[config.mk]
export PLATFORM = sky130hd
export DESIGN_NAME = vector_accumulator
export DESIGN_NICKNAME = d
export VERILOG_FILES = /design/src/rtl/vector_accumulator.sv
export SDC_FILE = /design/constraint.sdc
export NUM_CORES = 1
export LEC_CHECK = 0
export CAP_MARGIN = 15
export CELL_PAD_IN_SITES_DETAIL_PLACEMENT = 0
export CELL_PAD_IN_SITES_GLOBAL_PLACEMENT = 2
export CORE_MARGIN = 5
export CORE_UTILIZATION = 28
export DETAILED_ROUTE_END_ITERATION = 10
export PLACE_DENSITY_LB_ADDON = 0.1
export SYNTH_ARGS = -nofsm -noshare
export SYNTH_HDL_FRONTEND = slang
export SYNTH_SLANG_ARGS = --single-unit
[constraint.sdc]
create_clock -name clk -period 2.29 [get_ports clk]
set_clock_uncertainty 0.15 [all_clocks]
set_input_delay 0.5725 -clock clk [delete_from_list [all_inputs] [get_ports clk]]
set_output_delay 0.5725 -clock clk [all_outputs]
set_load 0.1 [all_outputs]
[src/rtl/vector_accumulator.sv]
// Accumulates a run of len operand beats into a widened sum.
// Each operand is sign- or zero-extended according to the mode latched at start.
module vector_accumulator #(
  parameter int N     = 8,
  parameter int CNT_W = 4
) (
  input  logic               clk,
  input  logic               reset,
  input  logic               start,
  input  logic [CNT_W-1:0]   len,
  input  logic               signed_mode,
  input  logic               abort,
  input  logic [N-1:0]       a_in,
  input  logic               in_valid,
  output logic               in_ready,
  output logic [N+CNT_W-1:0] result_out,
  output logic               done,
  output logic               busy
);

  localparam int W = N + CNT_W;

  typedef enum logic {IDLE = 1'b0, ACCUM = 1'b1} state_t;

  state_t           state_reg, state_next;
  logic [CNT_W-1:0] len_reg, len_next;
  logic             signed_reg, signed_next;
  logic [W-1:0]     acc_reg, acc_next;
  logic [CNT_W-1:0] cnt_reg, cnt_next;
  logic [W-1:0]     result_reg, result_next;
  logic             done_reg, done_next;

  logic [W-1:0]     a_ext;
  logic [W-1:0]     sum;
  logic [CNT_W-1:0] cnt_inc;

  assign a_ext   = {{CNT_W{signed_reg & a_in[N-1]}}, a_in};
  assign sum     = acc_reg + a_ext;
  assign cnt_inc = cnt_reg + 1'b1;

  assign in_ready   = (state_reg == ACCUM);
  assign busy       = (state_reg == ACCUM);
  assign result_out = result_reg;
  assign done       = done_reg;

  always_comb begin
    state_next  = state_reg;
    len_next    = len_reg;
    signed_next = signed_reg;
    acc_next    = acc_reg;
    cnt_next    = cnt_reg;
    result_next = result_reg;
    done_next   = 1'b0;
    case (state_reg)
      IDLE: begin
        if (start) begin
          if (len != '0) begin
            state_next  = ACCUM;
            len_next    = len;
            signed_next = signed_mode;
            acc_next    = '0;
            cnt_next    = '0;
          end else begin
            // An empty run completes immediately with a zero sum.
            result_next = '0;
            done_next   = 1'b1;
          end
        end
      end
      ACCUM: begin
        if (abort) begin
          state_next = IDLE;
        end else if (in_valid) begin
          if (cnt_inc == len_reg) begin
            result_next = sum;
            done_next   = 1'b1;
            state_next  = IDLE;
          end else begin
            acc_next = sum;
            cnt_next = cnt_inc;
          end
        end
      end
      default: state_next = IDLE;
    endcase
  end

  always_ff @(posedge clk) begin
    if (!reset) begin
      state_reg  <= IDLE;
      len_reg    <= '0;
      signed_reg <= 1'b0;
      acc_reg    <= '0;
      cnt_reg    <= '0;
      result_reg <= '0;
      done_reg   <= 1'b0;
    end else begin
      state_reg  <= state_next;
      len_reg    <= len_next;
      signed_reg <= signed_next;
      acc_reg    <= acc_next;
      cnt_reg    <= cnt_next;
      result_reg <= result_next;
      done_reg   <= done_next;
    end
  end

endmodule

* After elaboration in Yosys (flattened, before gate mapping) *
Cells that the tools add are included.

word-level totals
  bits in registers = 35
  input bits = 18
  output and inout bits = 15
  word-level logic and storage cells = 53

operators by class
  add/subtract/negate cells = 2
  equal/unequal tests = 8
  multiplexer cells = 30
  bitwise logic cells = 2
  reductions and logical operators = 4

operators by type and width
  kind                   number
  $mux W12               10
  $pmux W12 S2           2
  $mux W4                5
  $add A12 B12 Y12       1
  $ne A2 B2 Y1 const B   6
  $mux W1                10
  $reduce_and A5 Y1      2
  $pmux W4 S2            1
  $add A4 B1 Y4 const B  1
  $eq A4 B4 Y1           1
  $pmux W1 S2            2
  $reduce_bool A4 Y1     1
  $reduce_and A3 Y1      1
  $ne A2 B1 Y1 const B   1
  $and A1 B1 Y1          1
  $not A1 Y1             1

* Longest topological paths before layout *
  depth after elaboration = 6
  gate-level depth with buffers = 9
  mapped depth without buffers = 8

* Worst setup path before layout *
Ideal clock, no wire load.

  kind = register to register
  start = reg state_reg, in the netlist busy
  end = reg result_reg[9], in the netlist result_out[9]
  library setup time = 116 ps
  data arrival time = 2,242 ps
  data required time = 2,024 ps
  slack = -218 ps
  stages on the path, launching flop included = 7
  buffers on the path = 1
  period minus slack after synthesis = 2,508 ps
  path through = dfxtp_1 -> and2b_1 -> nand2_2 -> nor4_4 -> a21oi_2 -> buf_2 -> a31o_2

on the way
  cells in the longest elaborated chain, start to end = 3
  elaborated cells between the ends (all ways) = 8
  those cells by class = eq/ne (5); mux (1); bitwise (1); reduce/logical (1)

ends and longest elaborated chain
  what                         line  source
  from (decl)                  25    state_t state_reg, state_next;
  from (signal assigned)       98    state_reg <= state_next;
  $not A1 Y1 (no line)         --
  $ne A2 B2 Y1 (no line)       --
  $reduce_and A5 Y1 (no line)  --
  to (signal assigned)         103   result_reg <= result_next;
  to (decl)                    30    logic [W-1:0] result_reg, result_next;

Parallel ways exist; a longest one is shown, timed or not.
A chain may end at the register's enable or synchronous reset.

* Worst setup path in the final report *
  start = in a_in[0]
  end = reg acc_reg[10]

on the way
  cells in the longest elaborated chain, start to end = 5

ends and longest elaborated chain
  what                  line  source
  from (decl)           13    input logic [N-1:0] a_in,
  $add A12 B12 Y12      38    assign sum = acc_reg + a_ext;
  $mux W12              74    if (cnt_inc == len_reg) begin
  $mux W12              73    end else if (in_valid) begin
  $mux W12              71    if (abort) begin
  $pmux W12 S2          54    case (state_reg)
  to (signal assigned)  101   acc_reg <= acc_next;
  to (decl)             28    logic [W-1:0] acc_reg, acc_next;

Every way passes these cells. The select of a mux whose other input is x is not followed.

==> metrics.txt <==
leakage power about 1.3 nW; Tot GR Track Use 14.5%; outcome finished, final reports clean; Clock transition at path regs 0.07 ns; total power between 0.001 and 0.0015 W; Period Utilization, post-route between 90 and 100%; synth top area cells dfxtp_1, ha_1, nand2_1; vias per inst 4.71; CP max stage delay just under 0.4 ns; Post-Synthesis Net Count between 200 and 300; crit path capture type register; Buf+Inv Stages, Crit Path 1; router iterations before antenna repair 4; Max Transition Viols Final 0; initial antenna violation count 0; DRT iter0 DRCs between 70 and 80; Critical Path RT 2.32 ns; count leader, synth dfxtp_1; placed cell areas about 2800 um^2; die width approximately 95 um; Sink Count 35; Routed Wire Length ~6000 um; CTS Root Cell clkbuf_8; Clock Path Buffers 2; layout cells sized above 1 a little over a third; final core utilization between 40 and 50%; Routed Antenna Nets 0; post-synth top area cell dfxtp_1; Die Area roughly 9000 um^2; Achievable Freq 442 MHz; register area share after synthesis about a third; multi-input gate area in the final layout around 1400 um^2; DRC 0; Synth async-reset ratio 0%; slowest CP cell fa_2; Worst Setup Start Kind input port; fillers between 700 and 800; pwr dens between 400 and 500 nW/um^2; Worst-Skew Late Latency around 0.29 ns; htree depth 2; EDFF count, synth 0; final critical-path required period ~2.3 ns; post-synth cell types 52; delay-heaviest family, CP compound AO/OA/AOI/OAI gates; largest net degree at the start of global routing 19; Max Cap Viol 0; fin area roughly 3100 um^2; post-DR wirelength/cell between 10 and 15 um; Yosys top cell area share approximately a third; CP max FO 4; synth warn 0; Die Span Y ~95 um; Ports 33; P&R area growth vs syn 52.4%; worst path cell trace buf_6 > ha_4 > fa_2 > a21oi_4 > o2bb2ai_4 > o2111a_1 > or3_1 > nand4_1 > o21ai_1; Final nets 347; critical path class in2reg; Final Wtd Congestion 0.746; number of diodes 0; Mapped Cells between 200 and 250; Rows 31; detailed placement HPWL 4580 um; commonest cells in the netlist dfxtp_1, nand2_1, a21oi_1, nand3_1, ha_1; worst path arrival time ~2.3 ns; area occupied by registers about 700 um^2; # port buffers 32; Num CTS Buffers 5; vias in the first global route roughly 2k; Fin. Hold Viols 0; Hold Path Class reg2reg; initial core utilization between 20% and 30%; Max IR drop VDD 239 uV; syn_area_per_cell between 8 and 9 um^2; Post-Syn Area a little over 2000 um^2; Seq cells post-synth 35; RSZ-0062 raised after global routing yes; worst slew pin tran around 0.44 ns; TritonCTS clock tree done; total core area 7140 um^2; final setup violating endpoints 0; first-pass GRT wire length about 10000 um; worst-case hold slack around 0.31 ns; DR vias ~2.0k; global route overflow 0; ys flop type dfxtp_1; Max-slew headroom 70.2%
==> kinds of logic after synthesis <==
logic type / after synthesis / synth area share (%)
AND/OR/NAND/NOR: 91 / 22.9
XOR/XNOR: 15 / 6.50
adder cells (fa/ha/maj): 13 / 8.35
AO/OA/AOI/OAI: 62 / 21.1
flip-flops: 35 / 34.7
multiplexers: 4 / 1.98
buffers and inverters: 18 / 4.52
==> per-stage QoR <==
step	instances	setup TNS (ns)	setup WS [ns]
finish	417	0	0.0299
global route	417	-0.114	-0.0532
CTS	415	0	0.00413
detailed placement	407	-9.97	-0.752
global placement	407	-9.73	-0.750
floorplan	238	-0.0939	-0.0331
==> worst min-delay path: stages (launching register included) <==
cell,delay [ns]
dfxtp_1,0.31
nand2_1,0.05
a21oi_1,0.05
==> power by group <==
group | switching [W] | internal [W]
registers | 0.00000890 | 0.000619
logic | 0.000157 | 0.000138
clock network | 0.000234 | 0.000275
==> layer usage <==
layer / track usage (%) / wire length (um) / up-vias
met5: 0 / 0 / -
met4: 3.97 / 38 / 0
met3: 2.71 / 138 / 2
met2: 24.9 / 3020 / 24
met1: 18.4 / 2800 / 928
li1: - / - / 1008
==> placed cells by master (no fill, tap or decap), types with 3 or more instances in the layout <==
cell type and count:
nor2_1 10, a21oi_2 5, dfxtp_1 33, inv_1 3, ha_4 6, buf_12 3, a31o_2 4, xnor2_1 8
xor2_1 5, o21ai_1 4, nand3b_1 3, clkbuf_8 7, clkdlybuf4s50_1 9, mux2i_1 4, nand2_1 33, a31oi_1 3
dlygate4sd2_1 4, and3_1 4, a21oi_1 19, a22oi_1 3, buf_4 65, nand3_1 18, ha_1 3, a21o_1 4
and2_1 5
==> repair_timing <==
action | 4_1_cts | 5_1_grt
gates resized for setup | 44 | 5
setup buffers | 3 | 2
setup endpoints to repair | 16 | 6
pin swaps | 19 | 9
endpoints found under the hold margin | 0 | 0
gates cloned | 0 | 0
hold buffers | 0 | 0
==> path summary, 6_finish.rpt <==
| kind | depth (start not counted) | slack, ns | end | start |
|---|---|---|---|---|
| worst max-delay path | 9 | 0.03 | acc_reg[10] | a_in[0] |
| worst min-delay path | 2 | 0.31 | result_out[2] | result_out[2] |
| worst max register to register | 8 | 0.06 | acc_reg[10] | acc_reg[7] |
| worst min register to register | 2 | 0.31 | result_out[2] | result_out[2] |
==> cell type report <==
class                           instances  area share, %
Sequential cell                        35           22.8
Clock buffer                            8           3.25
Tap cell                               99           4.02
Multi-Input combinational cell        185           46.2
Timing Repair Buffer                   86           23.2
Inverter                                4          0.487
Note: power is estimated with default switching activity, not from simulation.
